File: config.mk
export PLATFORM = sky130hd
export DESIGN_NAME = signed_bcd_display
export DESIGN_NICKNAME = d
export VERILOG_FILES = /design/src/rtl/signed_bcd_display.sv
export SDC_FILE = /design/constraint.sdc
export NUM_CORES = 1
export LEC_CHECK = 0
export CORE_UTILIZATION = 32
export CTS_CLUSTER_DIAMETER = 50
export CTS_CLUSTER_SIZE = 12
export DETAILED_ROUTE_END_ITERATION = 7
export GPL_ROUTABILITY_DRIVEN = 0
export SYNTH_ARGS = -nofsm -noshare
export SYNTH_HDL_FRONTEND = slang
export SYNTH_SLANG_ARGS = --single-unit
File: constraint.sdc
create_clock -name clk -period 2.35 [get_ports clk]
set_input_delay 0.47 -clock clk [delete_from_list [all_inputs] [get_ports clk]]
set_output_delay 0.47 -clock clk [all_outputs]
set_load 0.01 [all_outputs]
File: src/rtl/signed_bcd_display.sv
// Serial binary-to-BCD converter (double-dabble, one bit per clock) with sign
// handling, overflow saturation and per-digit seven-segment decode.

module seven_segment (
    input  logic [3:0] digit,
    input  logic       blank,
    output logic [6:0] seg
);
    // Active-low segments, bit order {g,f,e,d,c,b,a}.
    always_comb begin
        seg = 7'b1111111;
        if (!blank) begin
            case (digit)
                4'd0:    seg = 7'b1000000;
                4'd1:    seg = 7'b1111001;
                4'd2:    seg = 7'b0100100;
                4'd3:    seg = 7'b0110000;
                4'd4:    seg = 7'b0011001;
                4'd5:    seg = 7'b0010010;
                4'd6:    seg = 7'b0000010;
                4'd7:    seg = 7'b1111000;
                4'd8:    seg = 7'b0000000;
                4'd9:    seg = 7'b0010000;
                default: seg = 7'b1111111;
            endcase
        end
    end
endmodule

module signed_bcd_display #(
    parameter int WIDTH       = 8,
    parameter int DIGITS      = 3,
    parameter int SIGNED_MODE = 1,
    parameter int BLANK_LZ    = 0
) (
    input  logic                  clk,
    input  logic                  rst,
    input  logic                  start,
    input  logic [WIDTH-1:0]      val,
    output logic                  busy,
    output logic                  done,
    output logic                  neg,
    output logic                  overflow,
    output logic [4*DIGITS-1:0]   bcd,
    output logic [7*DIGITS-1:0]   seg7,
    output logic [6:0]            seg7_sign
);
    localparam int BW    = 4 * (DIGITS + 1);
    localparam int OW    = 4 * DIGITS;
    localparam int CNT_W = $clog2(WIDTH + 1);
    localparam logic [CNT_W-1:0] LAST = CNT_W'(WIDTH - 1);

    typedef enum logic [1:0] {IDLE, CONVERT, FINISH} state_t;

    function automatic logic [BW-1:0] dabble_adj(input logic [BW-1:0] b);
        logic [BW-1:0] r;
        r = b;
        for (int i = 0; i <= DIGITS; i++) begin
            if (r[4*i +: 4] >= 4'd5) r[4*i +: 4] = r[4*i +: 4] + 4'd3;
        end
        return r;
    endfunction

    function automatic logic [OW-1:0] sat_bcd(input logic ovf, input logic [OW-1:0] raw);
        logic [OW-1:0] r;
        for (int i = 0; i < DIGITS; i++) begin
            r[4*i +: 4] = ovf ? 4'd9 : raw[4*i +: 4];
        end
        return r;
    endfunction

    state_t                state, state_nxt;
    logic [CNT_W-1:0]      cnt;
    logic [BW-1:0]         bcd_sh, bcd_adj;
    logic [WIDTH-1:0]      mag_sh, mag_in;
    logic signed [WIDTH-1:0] val_s;
    logic                  sign_sh, sign_in, carry_sh, ovf_now;
    logic [DIGITS-1:0]     blank_d;
    logic                  hi_zero;

    assign val_s   = val;
    assign sign_in = (SIGNED_MODE != 0) && val_s[WIDTH-1];
    // Negating the most negative value wraps to 2^(WIDTH-1), which is the true magnitude.
    assign mag_in  = sign_in ? WIDTH'($unsigned(-val_s)) : val;
    assign bcd_adj = dabble_adj(bcd_sh);
    // carry_sh catches digits pushed out of the top nibble on wide inputs.
    assign ovf_now = carry_sh | (bcd_sh[BW-1 -: 4] != 4'd0);
    assign busy    = (state == CONVERT);

    always_ff @(posedge clk) begin
        if (!rst) state <= IDLE;
        else      state <= state_nxt;
    end

    always_comb begin
        state_nxt = state;
        case (state)
            IDLE:    if (start) state_nxt = CONVERT;
            CONVERT: if (cnt == LAST) state_nxt = FINISH;
            FINISH:  state_nxt = IDLE;
            default: state_nxt = IDLE;
        endcase
    end

    always_ff @(posedge clk) begin
        if (!rst) begin
            cnt      <= '0;
            bcd_sh   <= '0;
            mag_sh   <= '0;
            sign_sh  <= 1'b0;
            carry_sh <= 1'b0;
            done     <= 1'b0;
            neg      <= 1'b0;
            overflow <= 1'b0;
            bcd      <= '0;
        end else begin
            done <= 1'b0;
            case (state)
                IDLE: if (start) begin
                    cnt      <= '0;
                    bcd_sh   <= '0;
                    mag_sh   <= mag_in;
                    sign_sh  <= sign_in;
                    carry_sh <= 1'b0;
                end
                CONVERT: begin
                    {bcd_sh, mag_sh} <= {bcd_adj[BW-2:0], mag_sh, 1'b0};
                    carry_sh         <= carry_sh | bcd_adj[BW-1];
                    cnt              <= cnt + 1'b1;
                end
                FINISH: begin
                    done     <= 1'b1;
                    neg      <= sign_sh;
                    overflow <= ovf_now;
                    bcd      <= sat_bcd(ovf_now, bcd_sh[OW-1:0]);
                end
                default: ;
            endcase
        end
    end

    // A digit blanks only if it and everything above it is zero; units never blank.
    always_comb begin
        hi_zero = 1'b1;
        blank_d = '0;
        for (int k = DIGITS - 1; k >= 0; k--) begin
            hi_zero    = hi_zero & (bcd[4*k +: 4] == 4'd0);
            blank_d[k] = (BLANK_LZ != 0) && (k != 0) && hi_zero;
        end
    end

    for (genvar g = 0; g < DIGITS; g++) begin : g_seg
        seven_segment u_seg (
            .digit (bcd[4*g +: 4]),
            .blank (blank_d[g]),
            .seg   (seg7[7*g +: 7])
        );
    end

    assign seg7_sign = neg ? 7'b0111111 : 7'b1111111;

endmodule

# Word-level counts from Yosys, hierarchy flattened
# Memories as Yosys holds them, arrays and structs flattened. A register that Yosys moved wholly into a read port is not among the register bits.
# Index checks and enable logic that the tools add are counted.
[word_totals]
reg_bits = 47
romBits = 336
input_bits = 11
output_inout_bits = 44
elab_cells = 63
memories = 3
[memory_table]
columns = ["name", "depth", "width", "read_ports", "rd_ports_with_merged_regs", "wr", "line_no", "rtl"]
rows = [
  ["(name not given)", 16, 7, 1, 1, 0, "13", "case (digit)"],
  ["(name not given)", 16, 7, 1, 1, 0, "13", ""],
  ["(name not given)", 16, 7, 1, 1, 0, "13", ""],
]
[op_classes]
addsub = 6
order_cmp = 4
n_eq_ne = 5
n_mux = 27
bitwise = 2
reduce_logical = 6
[op_table]
columns = ["cell", "count"]
rows = [
  ["$mux W4", 14],
  ["$pmux W16 S2", 1],
  ["$add A4 B2 Y4 const B", 4],
  ["$ge A4 B3 Y1 const B", 4],
  ["$mux W16", 1],
  ["$mux W8", 2],
  ["$pmux W8 S2", 1],
  ["$neg A8 Y8", 1],
  ["$pmux W4 S2", 1],
  ["$mux W7", 1],
  ["$reduce_and A2 Y1", 3],
  ["$add A4 B1 Y4 const B", 1],
  ["$eq A4 B3 Y1 const B", 1],
  ["$mux W2", 2],
  ["$pmux W2 S2", 1],
  ["$reduce_bool A4 Y1", 1],
  ["$eq A2 B1 Y1 const B", 1],
  ["$eq A2 B2 Y1 const B", 1],
  ["$logic_not A2 Y1", 1],
  ["$mux W1", 2],
  ["$ne A2 B1 Y1 const B", 1],
  ["$ne A2 B2 Y1 const B", 1],
  ["$or A1 B1 Y1", 2],
  ["$pmux W1 S2", 1],
  ["$reduce_bool A2 Y1", 1],
]

# Logic depth before layout (Yosys ltp)
# Gate-level depths: netlist (run 1).
[logic_depth]
word_depth = 5
mapped_depth = 10
mapped_depth_nobuf = 9

# Cells and area by module
# Synthesis (run 1) repeated with hierarchy kept, for this count alone.
[hier_totals]
hier_cells = 362
area_unflattened_um2 = 3032.9
[modules_own_cells]
columns = ["module", "instances", "cells_each", "area_each_um2", "seq_area_each_um2"]
rows = [
  ["signed_bcd_display", 1, 259, 2290.9, 940.9],
  ["seven_segment (g_seg[0].u_seg ...)", 2, 35, 252.7, 0.0],
  ["seven_segment (g_seg[2].u_seg)", 1, 33, 236.5, 0.0],
]

# Worst setup path before layout (run 1)
# No wires, ideal clock.
[synth_path]
path_kind = "register to register"
start = "reg bcd_sh[12]"
end = "reg g_seg[0].u_seg.seg[3] (netlist name)"
setup_ns = 0.125
t_arrival_ns = 1.875
path_slack_ns = 0.350
path_stages_with_launch = 11
n_path_buf = 1
synth_period_minus_slack_ns = 2.000
path_cell_list = "dfxtp_1 inv_1 ha_1 nor4bb_1 buf_4 and2_4 a21oi_1 inv_1 ha_1 a21oi_1 a21oi_1"
[synth_via]
elab_chain_cells = 5
[synth_lines]
columns = ["element", "line_no", "rtl"]
rows = [
  ["start, declared", "74", "logic [BW-1:0] bcd_sh, bcd_adj;"],
  ["start signal, assigned", "127", "{bcd_sh, mag_sh} <= {bcd_adj[BW-2:0], mag_sh, 1'b0};"],
  ["$reduce_bool A4 Y1", "87", "assign ovf_now = carry_sh | (bcd_sh[BW-1 -: 4] != 4'd0);"],
  ["$or A1 B1 Y1", "87", ""],
  ["$mux W4", "67", "r[4*i +: 4] = ovf ? 4'd9 : raw[4*i +: 4];"],
  ["$mux W4 (no line) (2 in a row)", "-", ""],
]
# No other way between the ends.
# A chain may end at the register's enable or synchronous reset.

# Final worst setup path (run 1)
[layout_path]
start = "reg bcd_sh[12]"
end = "reg g_seg[0].u_seg.seg[4] (netlist name)"
[layout_via]
elab_chain_cells = 5
[layout_lines]
columns = ["element", "line_no"]
rows = [
  ["$reduce_bool A4 Y1", "87"],
  ["$or A1 B1 Y1", "87"],
  ["$mux W4", "67"],
  ["$mux W4 (no line) (2 in a row)", "-"],
]
# No other way between the ends.

==> tab_implementation.tex, run 1 <==
\begin{tabular}{lr}
\hline
Metric & Value \\
\hline
\multicolumn{2}{l}{\textbf{Run status}} \\
Run status & finished clean \\
\multicolumn{2}{l}{\textbf{Yosys}} \\
Area share of the largest cell type after synthesis & 38.1\% \\
Sequential share of the synthesized area & between 30\% and 40\% \\
Combined area of all synthesized cells & 3570 um2 \\
Mux contribution to synthesized area & between 2 and 2.5\% \\
Post-synthesis share of cell area spent on full adders, half adders and majority gates & 9.11\% \\
Asr flop ratio synth & 0\% \\
Post-synth EDFFs & 0 \\
Post-synthesis area per instance & 8.93 um2 \\
Synthesized instance count & 400 \\
Xor/xnor share of the synthesized area & 3.19\% \\
Synthesis Warnings & 0 \\
Unique cell type count in the Yosys netlist & 52 \\
Fraction of the mapped netlist area in compound gates & 23.8\% \\
Post-Synth Simple-Gate Area & between 10\% and 20\% \\
Count of state elements after synthesis & 68 \\
Top FF cell, synth & sky130\_fd\_sc\_hd\_\_dfxtp\_1 \\
Dominant combinational cell family by area after synthesis & compound AO/OA/AOI/OAI gates \\
Largest area contributor in the synthesized netlist & sky130\_fd\_sc\_hd\_\_dfxtp\_1 \\
Main area contributors after synthesis & sky130\_fd\_sc\_hd\_\_dfxtp\_1 38\%, sky130\_fd\_sc\_hd\_\_ha\_1 9.1\%, sky130\_fd\_sc\_hd\_\_a21oi\_1 5.0\% \\
\multicolumn{2}{l}{\textbf{Detailed routing}} \\
Average vias per placed instance & between 4 and 5 \\
Post-route ant nets & 0 \\
Detailed-routing iteration count for the pre-antenna-repair pass & 6 \\
Avg WL per Cell & 13.6 um \\
Vias after detailed routing & 3014 \\
Post-detailed-routing wire length & roughly 8 mm \\
Violation count after the first detailed-routing iteration & 103 \\
Remaining routing DRC violations & 0 \\
\multicolumn{2}{l}{\textbf{Critical path}} \\
Most frequent cell on the critical path & sky130\_fd\_sc\_hd\_\_ha\_1 \\
Number of cells traversed by the worst register-to-register path & 10 \\
Worst reg2reg endpoint & g\_seg[0].u\_seg.seg[4]\$\_DFF\_P\_ \\
Worst setup slack for register-to-register paths & 0.16 ns \\
Crit path buffers/inverters & 3 \\
CP Max Fanout & 4 \\
Worst Setup End Kind & flop \\
Largest stage delay, worst path & 0.41 ns \\
Cell with the largest stage delay on the worst path & sky130\_fd\_sc\_hd\_\_dfxtp\_1 \\
Arrival time at the worst endpoint & about 2.4 ns \\
Critical Path, Cell by Cell & inv\_2 > ha\_1 > nor4bb\_4 > buf\_4 > a32oi\_1 > nor2b\_2 > inv\_1 > ha\_1 > nor2\_1 > a211o\_1 \\
R2R Path Start & bcd\_sh[12]\$\_SDFFE\_PN0P\_ \\
Required time worst endpoint & 2.58 ns \\
Sort of element at the start of the critical path & flop \\
Crit Path Category & flop to flop \\
CP top delay family & compound AO/OA/AOI/OAI gates \\
\multicolumn{2}{l}{\textbf{Placement}} \\
Total placed instance area & 4250 um2 \\
Sum of net half-perimeters after detailed placement & 5.94 mm \\
Count of input and output buffers & 48 \\
Placed Cells incl. Taps & between 500 and 600 \\
\multicolumn{2}{l}{\textbf{STA}} \\
Worst Hold Slack & 0.471 ns \\
Final hold violation count & 0 \\
Final setup vio count & 0 \\
Minimum clock period & 2.19 ns \\
Setup repair after global routing missed its margin & no \\
Share of the clock period used by the worst path after layout & 93.0\% \\
Max-slew violation count & 0 \\
Worst clock skew on the final layout & 0.00372 ns \\
F\_max & 0.458 GHz \\
\multicolumn{2}{l}{\textbf{GRT}} \\
Number of antenna violations at the first check in global routing & 0 \\
Total track usage & 15.2\% \\
Pin count of the biggest net entering global routing & 30 \\
Via count of the first global-routing pass & 2896 \\
Grt total ovfl & 0 \\
First-pass GRT wire length & about 14 mm \\
\multicolumn{2}{l}{\textbf{Finish}} \\
Number of standard cells in the layout, taps in and fillers out & 604 \\
Commonest non-fill, non-tap cell in the layout & sky130\_fd\_sc\_hd\_\_dfxtp\_1 \\
Final nets & 498 \\
Synth-to-layout area growth & 26.7\% \\
Layout cell share with drive strength beyond 1 & 16.2\% \\
Finished Cell Area & 4520 um2 \\
Count of antenna diodes in the layout & 0 \\
Most frequent cells in the layout & 68 x sky130\_fd\_sc\_hd\_\_dfxtp\_1, 48 x sky130\_fd\_sc\_hd\_\_clkdlybuf4s50\_1, 34 x sky130\_fd\_sc\_hd\_\_a21oi\_1, 28 x sky130\_fd\_sc\_hd\_\_o21ai\_0, 26 x sky130\_fd\_sc\_hd\_\_ha\_1 \\
\multicolumn{2}{l}{\textbf{Floorplanning}} \\
Number of placement rows & 38 \\
Die width & 108 um \\
Initial Util & 32.9\% \\
Ports & 55 \\
Die ar. & 11600 um2 \\
Die Height & 108 um \\
Core area & 10800 um2 \\
\multicolumn{2}{l}{\textbf{Worst hold path}} \\
Worst min-delay path class & flop to flop \\
Hold path cells & 2 \\
Endpoint of the worst hold path & neg\$\_SDFFE\_PN0N\_ \\
Launch point of the worst hold path & sign\_sh\$\_SDFFE\_PN0P\_ \\
\multicolumn{2}{l}{\textbf{CTS}} \\
Deepest clock path buffer count & 2 \\
Number of sinks handled by clock tree synthesis & 68 \\
Clock tree from TritonCTS & yes \\
Reg clk slew, reported paths & 0.07 ns \\
Clock latency of the later-clocked register in the worst-skew pair & 0.34 ns \\
Number of buffers inserted by hold repair at cts & 0 \\
Maximum level of the CTS H-tree & 3 \\
Number of buffers created by CTS & 9 \\
Clock root buffer & sky130\_fd\_sc\_hd\_\_clkbuf\_8 \\
\multicolumn{2}{l}{\textbf{Run}} \\
Max-Cap Viols & 0 \\
\multicolumn{2}{l}{\textbf{Power and ir drop}} \\
Areal power density over the cells & 523 nW/um2 \\
Static Leakage & 1.70 nW \\
Worst voltage drop across the vdd grid & 0.247 mV \\
\hline
\end{tabular}
-- synthesized netlist by cell type, types with 2 or more instances --
| cell | count |
|---|---|
| sky130_fd_sc_hd__mux2_2 | 3 |
| sky130_fd_sc_hd__dfxtp_1 | 68 |
| sky130_fd_sc_hd__a211o_1 | 3 |
| sky130_fd_sc_hd__xnor2_1 | 7 |
| sky130_fd_sc_hd__nand2_1 | 21 |
| sky130_fd_sc_hd__a32oi_1 | 4 |
| sky130_fd_sc_hd__nor3b_1 | 2 |
| sky130_fd_sc_hd__nor2_1 | 16 |
| sky130_fd_sc_hd__inv_1 | 17 |
| sky130_fd_sc_hd__o31ai_1 | 2 |
| sky130_fd_sc_hd__nand2b_1 | 10 |
| sky130_fd_sc_hd__a21o_2 | 3 |
| sky130_fd_sc_hd__buf_2 | 6 |
| sky130_fd_sc_hd__a32o_2 | 3 |
| sky130_fd_sc_hd__mux2i_1 | 4 |
| sky130_fd_sc_hd__o21a_1 | 4 |
| sky130_fd_sc_hd__a21oi_1 | 36 |
| sky130_fd_sc_hd__a21boi_0 | 12 |
| sky130_fd_sc_hd__o221ai_4 | 3 |
| sky130_fd_sc_hd__nor2b_1 | 14 |
| sky130_fd_sc_hd__o21bai_1 | 3 |
| sky130_fd_sc_hd__o21ai_2 | 3 |
| sky130_fd_sc_hd__buf_4 | 7 |
| sky130_fd_sc_hd__and2_1 | 11 |
| sky130_fd_sc_hd__o211ai_1 | 4 |
| sky130_fd_sc_hd__nor3_1 | 11 |
| sky130_fd_sc_hd__a21oi_2 | 3 |
| sky130_fd_sc_hd__clkbuf_1 | 11 |
| sky130_fd_sc_hd__a31o_1 | 3 |
| sky130_fd_sc_hd__xor2_1 | 6 |
| sky130_fd_sc_hd__nand2_2 | 3 |
| sky130_fd_sc_hd__nand3_1 | 16 |
| sky130_fd_sc_hd__inv_2 | 7 |
| sky130_fd_sc_hd__ha_1 | 26 |
| sky130_fd_sc_hd__a22oi_1 | 4 |
| sky130_fd_sc_hd__o21ai_0 | 28 |
-- registers in the layout, summed over array words and instances, names as in the netlist, 2 cells and up --
register / flops
bcd: 12
bcd_sh: 16
cnt: 4
g_seg.u_seg.seg: 21
mag_sh: 8
state: 2
-- kinds of logic (layout without fill, tap and decap cells) --
kind of cell,Yosys count,after routing
AOI/OAI and AO/OA,122,122
and+or+nand+nor,114,114
DFF,68,68
buffers and inverters,49,108
adders and majority gates,26,26
xor gates and xnor gates,13,13
muxes,7,7
other,1,6
-- layer usage --
| metal | up-vias | wire length (um) | global-route usage, % |
|---|---|---|---|
| met1 | 1412 | 3780 | 18.7 |
| met2 | 79 | 3920 | 25.3 |
| met5 | - | 0 | 0 |
| met3 | 17 | 307 | 2.85 |
| met4 | 0 | 196 | 7.53 |
| li1 | 1506 | - | - |
-- tightest hold or removal path, delay by kind of cell, from the launching register on --
family	cells	cell delay [ns]
compound gates	1	0.06
simple gates	1	0.05
flops	1	0.31
-- report_power, final --
group	leakage, nW	internal (W)	switching [W]
clock	0.108	0.000595	0.000429
combinational	1.04	0.0000673	0.0000942
sequential	0.549	0.00117	0.0000107
-- metrics by stage --
| stage | utilization (%) | TNS (ns) | total power, W | setup slack [ns] |
|---|---|---|---|---|
| 2_1_floorplan | - | 0 | 0.00131 | 0.350 |
| 3_3_place_gp | 39.2 | -1.98 | 0.00136 | -0.170 |
| 3_5_place_dp | 39.2 | -1.88 | 0.00137 | -0.149 |
| 4_1_cts | 41.3 | 0 | 0.00239 | 0.0183 |
| 5_1_grt | 41.7 | 0 | 0.00246 | 0.0223 |
| 6_report | 41.7 | 0 | 0.00236 | 0.165 |
-- final cells by class --
class | count | area, um2
inverter | 24 | 90.1
tap | 140 | 175
clock buffer | 13 | 179
timing repair buffer | 70 | 649
fill | 1090 | 6320
multi-input combinational | 288 | 2040
clock inverter | 1 | 30.0
sequential | 68 | 1360
-- worst max-delay path by stage --
stage | startpoint | end | slack (ns) | cells after the start
floorplan | bcd_sh[12]$_SDFFE_PN0P_ | g_seg[0].u_seg.seg[3]$_DFF_P_ | 0.35 | 10
global placement | bcd_sh[12]$_SDFFE_PN0P_ | g_seg[1].u_seg.seg[6]$_DFF_P_ | -0.17 | 10
detailed placement | bcd_sh[12]$_SDFFE_PN0P_ | g_seg[1].u_seg.seg[6]$_DFF_P_ | -0.15 | 10
CTS | bcd_sh[12]$_SDFFE_PN0P_ | g_seg[0].u_seg.seg[4]$_DFF_P_ | 0.02 | 10
global route | bcd_sh[13]$_SDFFE_PN0P_ | g_seg[1].u_seg.seg[6]$_DFF_P_ | 0.02 | 10
finish | bcd_sh[12]$_SDFFE_PN0P_ | g_seg[0].u_seg.seg[4]$_DFF_P_ | 0.16 | 10
-- repair_timing --
| item | 4_1_cts | 5_1_grt |
|---|---|---|
| gates resized for setup | 3 | 6 |
| setup endpoints to repair | 18 | 16 |
| buffers inserted | 0 | 3 |
| pin swaps | 0 | 1 |
Note: power is estimated with default switching activity, not from simulation.
==> run 2: changes to the inputs <==
--- a/config.mk
+++ b/config.mk
@@ -5,6 +5,7 @@
 export SDC_FILE = /design/constraint.sdc
 export NUM_CORES = 1
 export LEC_CHECK = 0
+export CORE_MARGIN = 10
 export CORE_UTILIZATION = 32
 export CTS_CLUSTER_DIAMETER = 50
 export CTS_CLUSTER_SIZE = 12
==> tab_implementation.tex, run 2 (same netlist as run 1, synthesis figures left out) <==
\begin{tabular}{lr}
\hline
Metric & Value \\
\hline
\multicolumn{2}{l}{\textbf{CTS}} \\
Reg clk slew, reported paths & 0.07 ns (about the same) \\
Number of buffers created by CTS & 9 (unchanged) \\
Clock root buffer & sky130\_fd\_sc\_hd\_\_clkbuf\_8 (unchanged) \\
Clock tree from TritonCTS & yes (unchanged) \\
Maximum level of the CTS H-tree & 3 (unchanged) \\
Deepest clock path buffer count & 2 (unchanged) \\
Clock latency of the later-clocked register in the worst-skew pair & 0.35 ns (was 0.34 ns) \\
Number of sinks handled by clock tree synthesis & 68 (unchanged) \\
\multicolumn{2}{l}{\textbf{Detailed routing}} \\
Post-detailed-routing wire length & 8.42 mm (was 8.20 mm) \\
Post-route ant nets & 0 (unchanged) \\
Avg WL per Cell & 13.7 um (was 13.6 um) \\
Detailed-routing iteration count for the pre-antenna-repair pass & 4 (was 6) \\
Violation count after the first detailed-routing iteration & 215 (was 103) \\
Remaining routing DRC violations & 0 (unchanged) \\
Vias after detailed routing & 2979 (was 3014) \\
Average vias per placed instance & 4.86 (was 4.99) \\
\multicolumn{2}{l}{\textbf{Floorplanning}} \\
Die width & 126 um (was 108 um) \\
Initial Util & 32.8\% (was 32.9\%) \\
Core area & 10900 um2 (was 10800 um2) \\
Number of placement rows & 38 (unchanged) \\
Die ar. & 15800 um2 (was 11600 um2) \\
Die Height & 126 um (was 108 um) \\
Ports & 55 (unchanged) \\
\multicolumn{2}{l}{\textbf{STA}} \\
Actual transition at the worst max-transition pin & 0.878 ns \\
Worst clock skew on the final layout & 0.0100 ns (was 0.00372 ns) \\
Worst Hold Slack & 0.465 ns (was 0.471 ns) \\
F\_max & 0.467 GHz (was 0.458 GHz) \\
Final hold violation count & 0 (unchanged) \\
Setup repair after global routing missed its margin & no (unchanged) \\
Setup total negative slack & 0 ns (unchanged) \\
Share of the clock period used by the worst path after layout & 91.2\% (was 93.0\%) \\
Tightest slew margin relative to the limit & 41.2\% \\
Max-slew violation count & 0 (unchanged) \\
Minimum clock period & 2.14 ns (was 2.19 ns) \\
Final setup vio count & 0 (unchanged) \\
\multicolumn{2}{l}{\textbf{Finish}} \\
Layout cell share with drive strength beyond 1 & 18.2\% (was 16.2\%) \\
Number of standard cells in the layout, taps in and fillers out & 613 (was 604) \\
Most frequent cells in the layout & 68 x sky130\_fd\_sc\_hd\_\_dfxtp\_1, 48 x sky130\_fd\_sc\_hd\_\_clkdlybuf4s50\_1, 33 x sky130\_fd\_sc\_hd\_\_a21oi\_1, 29 x sky130\_fd\_sc\_hd\_\_buf\_4, 28 x sky130\_fd\_sc\_hd\_\_o21ai\_0 (was 68 x sky130\_fd\_sc\_hd\_\_dfxtp\_1, 48 x sky130\_fd\_sc\_hd\_\_clkdlybuf4s50\_1, 34 x sky130\_fd\_sc\_hd\_\_a21oi\_1, 28 x sky130\_fd\_sc\_hd\_\_o21ai\_0, 26 x sky130\_fd\_sc\_hd\_\_ha\_1) \\
Commonest non-fill, non-tap cell in the layout & sky130\_fd\_sc\_hd\_\_dfxtp\_1 (unchanged) \\
Fillers & 1082 (was 1090) \\
Count of antenna diodes in the layout & 0 (unchanged) \\
Synth-to-layout area growth & 28.0\% (was 26.7\%) \\
Max FFs per register & 21 (unchanged) \\
Final nets & 505 (was 498) \\
\multicolumn{2}{l}{\textbf{Critical path}} \\
Source of the critical timing path & bcd\_sh[12]\$\_SDFFE\_PN0P\_ (unchanged) \\
Crit path to & g\_seg[2].u\_seg.seg[4]\$\_DFF\_P\_ (was g\_seg[0].u\_seg.seg[4]\$\_DFF\_P\_) \\
Cell with the largest stage delay on the worst path & sky130\_fd\_sc\_hd\_\_dfxtp\_1 (unchanged) \\
Arrival time at the worst endpoint & 2.37 ns (was 2.41 ns) \\
Largest stage delay, worst path & 0.35 ns (was 0.41 ns) \\
Worst setup slack for register-to-register paths & 0.21 ns (was 0.16 ns) \\
Crit Path Category & flop to flop (unchanged) \\
Worst reg2reg endpoint & g\_seg[2].u\_seg.seg[4]\$\_DFF\_P\_ (was g\_seg[0].u\_seg.seg[4]\$\_DFF\_P\_) \\
Worst Setup End Kind & flop (unchanged) \\
CP Max Fanout & 8 (was 4) \\
Number of cells traversed by the worst register-to-register path & 10 (unchanged) \\
R2R Path Start & bcd\_sh[12]\$\_SDFFE\_PN0P\_ (unchanged) \\
Sort of element at the start of the critical path & flop (unchanged) \\
Critical Path, Cell by Cell & inv\_1 > ha\_1 > nor4bb\_1 > buf\_4 > and2\_4 > a21oi\_2 > inv\_1 > ha\_1 > a21oi\_1 > a211o\_1 (was inv\_2 > ha\_1 > nor4bb\_4 > buf\_4 > a32oi\_1 > nor2b\_2 > inv\_1 > ha\_1 > nor2\_1 > a211o\_1) \\
Required time worst endpoint & 2.58 ns (about the same) \\
\multicolumn{2}{l}{\textbf{Power and ir drop}} \\
Areal power density over the cells & 504 nW/um2 (was 523 nW/um2) \\
Worst voltage drop across the vdd grid & 0.217 mV (was 0.247 mV) \\
Static Leakage & 1.72 nW (was 1.70 nW) \\
\multicolumn{2}{l}{\textbf{GRT}} \\
Via count of the first global-routing pass & 3031 (was 2896) \\
Grt total ovfl & 0 (unchanged) \\
Pin count of the biggest net entering global routing & 30 (unchanged) \\
Total track usage & 10.7\% (was 15.2\%) \\
First-pass GRT wire length & 14.3 mm (was 13.7 mm) \\
Number of antenna violations at the first check in global routing & 0 (unchanged) \\
\multicolumn{2}{l}{\textbf{Placement}} \\
Sum of net half-perimeters after detailed placement & 6.32 mm (was 5.94 mm) \\
Placed Cells incl. Taps & 596 (was 587) \\
Count of input and output buffers & 48 (unchanged) \\
\multicolumn{2}{l}{\textbf{Run}} \\
Max-Cap Viols & 0 (unchanged) \\
\multicolumn{2}{l}{\textbf{Worst hold path}} \\
Launch point of the worst hold path & mag\_sh[2]\$\_SDFFE\_PN0P\_ (was sign\_sh\$\_SDFFE\_PN0P\_) \\
Worst min-delay path class & flop to flop (unchanged) \\
\multicolumn{2}{l}{\textbf{Run status}} \\
Run status & finished clean (unchanged) \\
\hline
\end{tabular}
run 2: report_power, final:
part	internal, W	switching (W)
Combinational	0.0000681	0.0000934
Sequential	0.00117	0.00000985
Clock	0.000516	0.000448
run 2: layout make-up:
class | count | area (um2) | share of cell area (%)
Tap cell | 140 | 175 | 3.83
Sequential cell | 68 | 1360 | 29.8
Multi-Input combinational cell | 288 | 2040 | 44.7
Clock inverter | 6 | 63.8 | 1.40
Clock buffer | 10 | 138 | 3.01
Timing Repair Buffer | 77 | 698 | 15.3
Inverter | 24 | 90.1 | 1.97
run 2: worst min-delay path by stage:
stage | slack (ns) | depth (start not counted) | end
CTS | 0.47 | 2 | mag_sh[2]$_SDFFE_PN0P_
floorplan | 0.44 | 2 | bcd_sh[0]$_SDFFE_PN0P_
global placement | 0.45 | 2 | mag_sh[2]$_SDFFE_PN0P_
global route | 0.51 | 2 | sign_sh$_SDFFE_PN0P_
finish | 0.47 | 2 | mag_sh[2]$_SDFFE_PN0P_
detailed placement | 0.46 | 2 | mag_sh[2]$_SDFFE_PN0P_
run 2: worst max-delay path: cells and delay by family, from the launching register on:
kind | cells | cell delay, ns
AND/OR/NAND/NOR | 2 | 0.48
flip-flops | 1 | 0.35
buffers and inverters | 3 | 0.45
AO/OA/AOI/OAI | 3 | 0.41
adder cells (fa/ha/maj) | 2 | 0.34
run 2: timing repair:
item	4_1_cts	5_1_grt
hold buffers	0	0
setup endpoints to repair	0	17
resized for setup	0	9
setup buffers	0	1
run 2: metal layers:
| layer | part of all wire, % | track usage, % | vias to the layer above | wire length, um |
|---|---|---|---|---|
| li1 | - | - | 1527 | - |
| met1 | 43 | 11.9 | 1387 | 3650 |
| met2 | 50 | 18.8 | 53 | 4180 |
| met3 | 5.0 | 2.94 | 12 | 423 |
| met4 | 1.9 | 4.40 | 0 | 159 |
| met5 | 0 | 0 | - | 0 |
run 2: metrics by stage:
stage	total power, W	util [%]	area [um2]	setup WS [ns]
floorplan	0.00131	-	3590	0.350
global placement	0.00136	39.7	4320	0.0832
detailed placement	0.00137	39.7	4320	0.0382
CTS	0.00234	41.5	4520	0.0906
global route	0.00239	42.0	4570	0.0137
finish	0.00230	42.0	4570	0.208
==> edit (config.mk and constraints of run 1) <==
Add an input register stage for `start` and `val`, cleared by the reset; this delays them by one clock.
--- a/src/rtl/signed_bcd_display.sv
+++ b/src/rtl/signed_bcd_display.sv
@@ -52,6 +52,19 @@
 
     typedef enum logic [1:0] {IDLE, CONVERT, FINISH} state_t;
 
+    logic start_q;
+    logic [WIDTH-1:0] val_q;
+
+    always_ff @(posedge clk) begin
+        if (!rst) begin
+            start_q <= '0;
+            val_q   <= '0;
+        end else begin
+            start_q <= start;
+            val_q   <= val;
+        end
+    end
+
     function automatic logic [BW-1:0] dabble_adj(input logic [BW-1:0] b);
         logic [BW-1:0] r;
         r = b;
@@ -78,10 +91,10 @@
     logic [DIGITS-1:0]     blank_d;
     logic                  hi_zero;
 
-    assign val_s   = val;
+    assign val_s   = val_q;
     assign sign_in = (SIGNED_MODE != 0) && val_s[WIDTH-1];
     // Negating the most negative value wraps to 2^(WIDTH-1), which is the true magnitude.
-    assign mag_in  = sign_in ? WIDTH'($unsigned(-val_s)) : val;
+    assign mag_in  = sign_in ? WIDTH'($unsigned(-val_s)) : val_q;
     assign bcd_adj = dabble_adj(bcd_sh);
     // carry_sh catches digits pushed out of the top nibble on wide inputs.
     assign ovf_now = carry_sh | (bcd_sh[BW-1 -: 4] != 4'd0);
@@ -95,7 +108,7 @@
     always_comb begin
         state_nxt = state;
         case (state)
-            IDLE:    if (start) state_nxt = CONVERT;
+            IDLE:    if (start_q) state_nxt = CONVERT;
             CONVERT: if (cnt == LAST) state_nxt = FINISH;
             FINISH:  state_nxt = IDLE;
             default: state_nxt = IDLE;
@@ -116,7 +129,7 @@
         end else begin
             done <= 1'b0;
             case (state)
-                IDLE: if (start) begin
+                IDLE: if (start_q) begin
                     cnt      <= '0;
                     bcd_sh   <= '0;
                     mag_sh   <= mag_in;
Formal check against the unedited RTL: not equivalent (a bounded check fails within 4 cycles, from zero or initial values and one cycle with rst low).
==> edit against run 1 <==
  * Wire length fell by 4.0%
  * Synthesized area rose by 4.4%
  * Setup slack lost 0.031 ns
  * Critical path depth shrank 2
  * Cell area increased by 7.9%
  * Sequential cell count grew 9
  * Via count decreased by 1.7%
  * Power grew 38%
  * Largest power group is now clock
==> edit: results (changes against run 1) <==
| Metric | Value |
|---|---|
| Crit path max fanout | `5 (+1)` |
| Post-Synth XOR/XNOR Area | `0.0305 (-0.00135)` |
| CTS resizes | `0 (-3)` |
| PwrDens | `668 mW/mm2 (+28%)` |
| RR Endpoint | `g_seg[0].u_seg.seg[1]` |
| HP Start | `overflow` |
| Worst vdd ir | `0.374 mV (+51%)` |
| Final Net Count | `513 (+3.0%)` |
| Switching power total | `624 uW (+17%)` |
| Multi-input logic area | `0.00199 mm2 (-2.3%)` |
| Synth Area in Compound Gates | `0.179 (-0.0597)` |
| Filler instances | `1105 (+1.4%)` |
| Reg2reg setup slack | `0.13 ns (-0.03 ns)` |
| Router iterations before antenna repair | `5 (-1)` |
| Comb_multi_in | `290 (+0.69%)` |
| Nonclk buf count | `71 (+1.4%)` |
| Grt met3 use | `0.0332 (+0.00474)` |
| CTS sink cnt | `77 (+13%)` |
| Hold worst-path end | `overflow` |
| Share of layout cells above drive strength 1 | `0.125 (-0.0369)` |
| Top cells by area, synth | `dfxtp_1, ha_1, o21ai_0, nand2_1, and2_1` |
| CP Data Arrival Time | `2.45 ns (+0.04 ns)` |
| Finished Cell Area | `0.00488 mm2 (+7.9%)` |
| Largest delay share family, worst path | `simple AND/OR/NAND/NOR gates` |
| Slowest stage cell on the critical path | `or4b_4` |
| Global Route met2 Usage | `0.243 (-0.00990)` |
| Pre-CTS WS | `0.0824 ns (+0.231 ns)` |
| Static leakage | `0.00198 uW (+16%)` |
| Most frequent cells after synthesis | `dfxtp_1, nand2_1, o21ai_0` |
| Data buffer area share | `0.139 (-0.00467)` |
| Yosys cell types | `60 (+15%)` |
| Root Buffer | `clkbuf_16` |
| Worst r2r path cells | `8 (-2)` |
| Post-Place Cells | `607 (+3.4%)` |
| Setup Skew | `0.00453 ns (+0.000818 ns)` |
| Mux share of post-synthesis cell area | `0.0359 (+0.0152)` |
| Outcome | `completed` |
| Vias in the first global route | `2831 (-2.2%)` |
| Final HPWL DP | `5.68 mm (-4.3%)` |
| DR iter-0 viols | `111 (+7.8%)` |
| Worst path max stage delay | `0.46 ns (+0.05 ns)` |
| Post-synthesis cell count | `414 (+3.5%)` |
| Inverter count | `27 (+13%)` |
| All-Layer GR Usage | `0.141 (-0.0115)` |
| Clock Network Area Fraction | `0.0794 (+0.0333)` |
| Finished Layout Cells | `624 (+3.3%)` |
| Seq pwr | `1340 uW (+14%)` |
| Clock buf count | `10 (-3)` |
| Register area | `0.00154 mm2 (+13%)` |
| Fraction of the mapped netlist area in adder cells | `0.0872 (-0.00385)` |
edit: changes by cell type after synthesis, sizes merged, moves of 6 or more:
cell / change
a21oi: -23
nand2: +15
dfxtp: +9
and2: +7
o21ai: +7
mux2i: +6
nand3: -6
edit: worst max-delay path by stage:
stage | end | slack (ns) | from | cells past startpoint
6_report | g_seg[0].u_seg.seg[1] | 0.13 | bcd_sh[12] | 8
3_3_place_gp | g_seg[0].u_seg.seg[1] | 0.11 | rst | 6
4_1_cts | g_seg[2].u_seg.seg[6] | 0.04 | bcd_sh[12] | 12
3_5_place_dp | g_seg[2].u_seg.seg[6] | 0.08 | bcd_sh[12] | 12
5_1_grt | g_seg[0].u_seg.seg[1] | -0.02 | bcd_sh[12] | 8
2_1_floorplan | g_seg[0].u_seg.seg[5] | 0.008 | bcd_sh[12] | 11
edit: per-layer routing:
layer / share of wire / routed length (um)
met5: 0 / 0
met4: 0.016 / 123
met3: 0.039 / 304
met2: 0.49 / 3860
met1: 0.46 / 3590
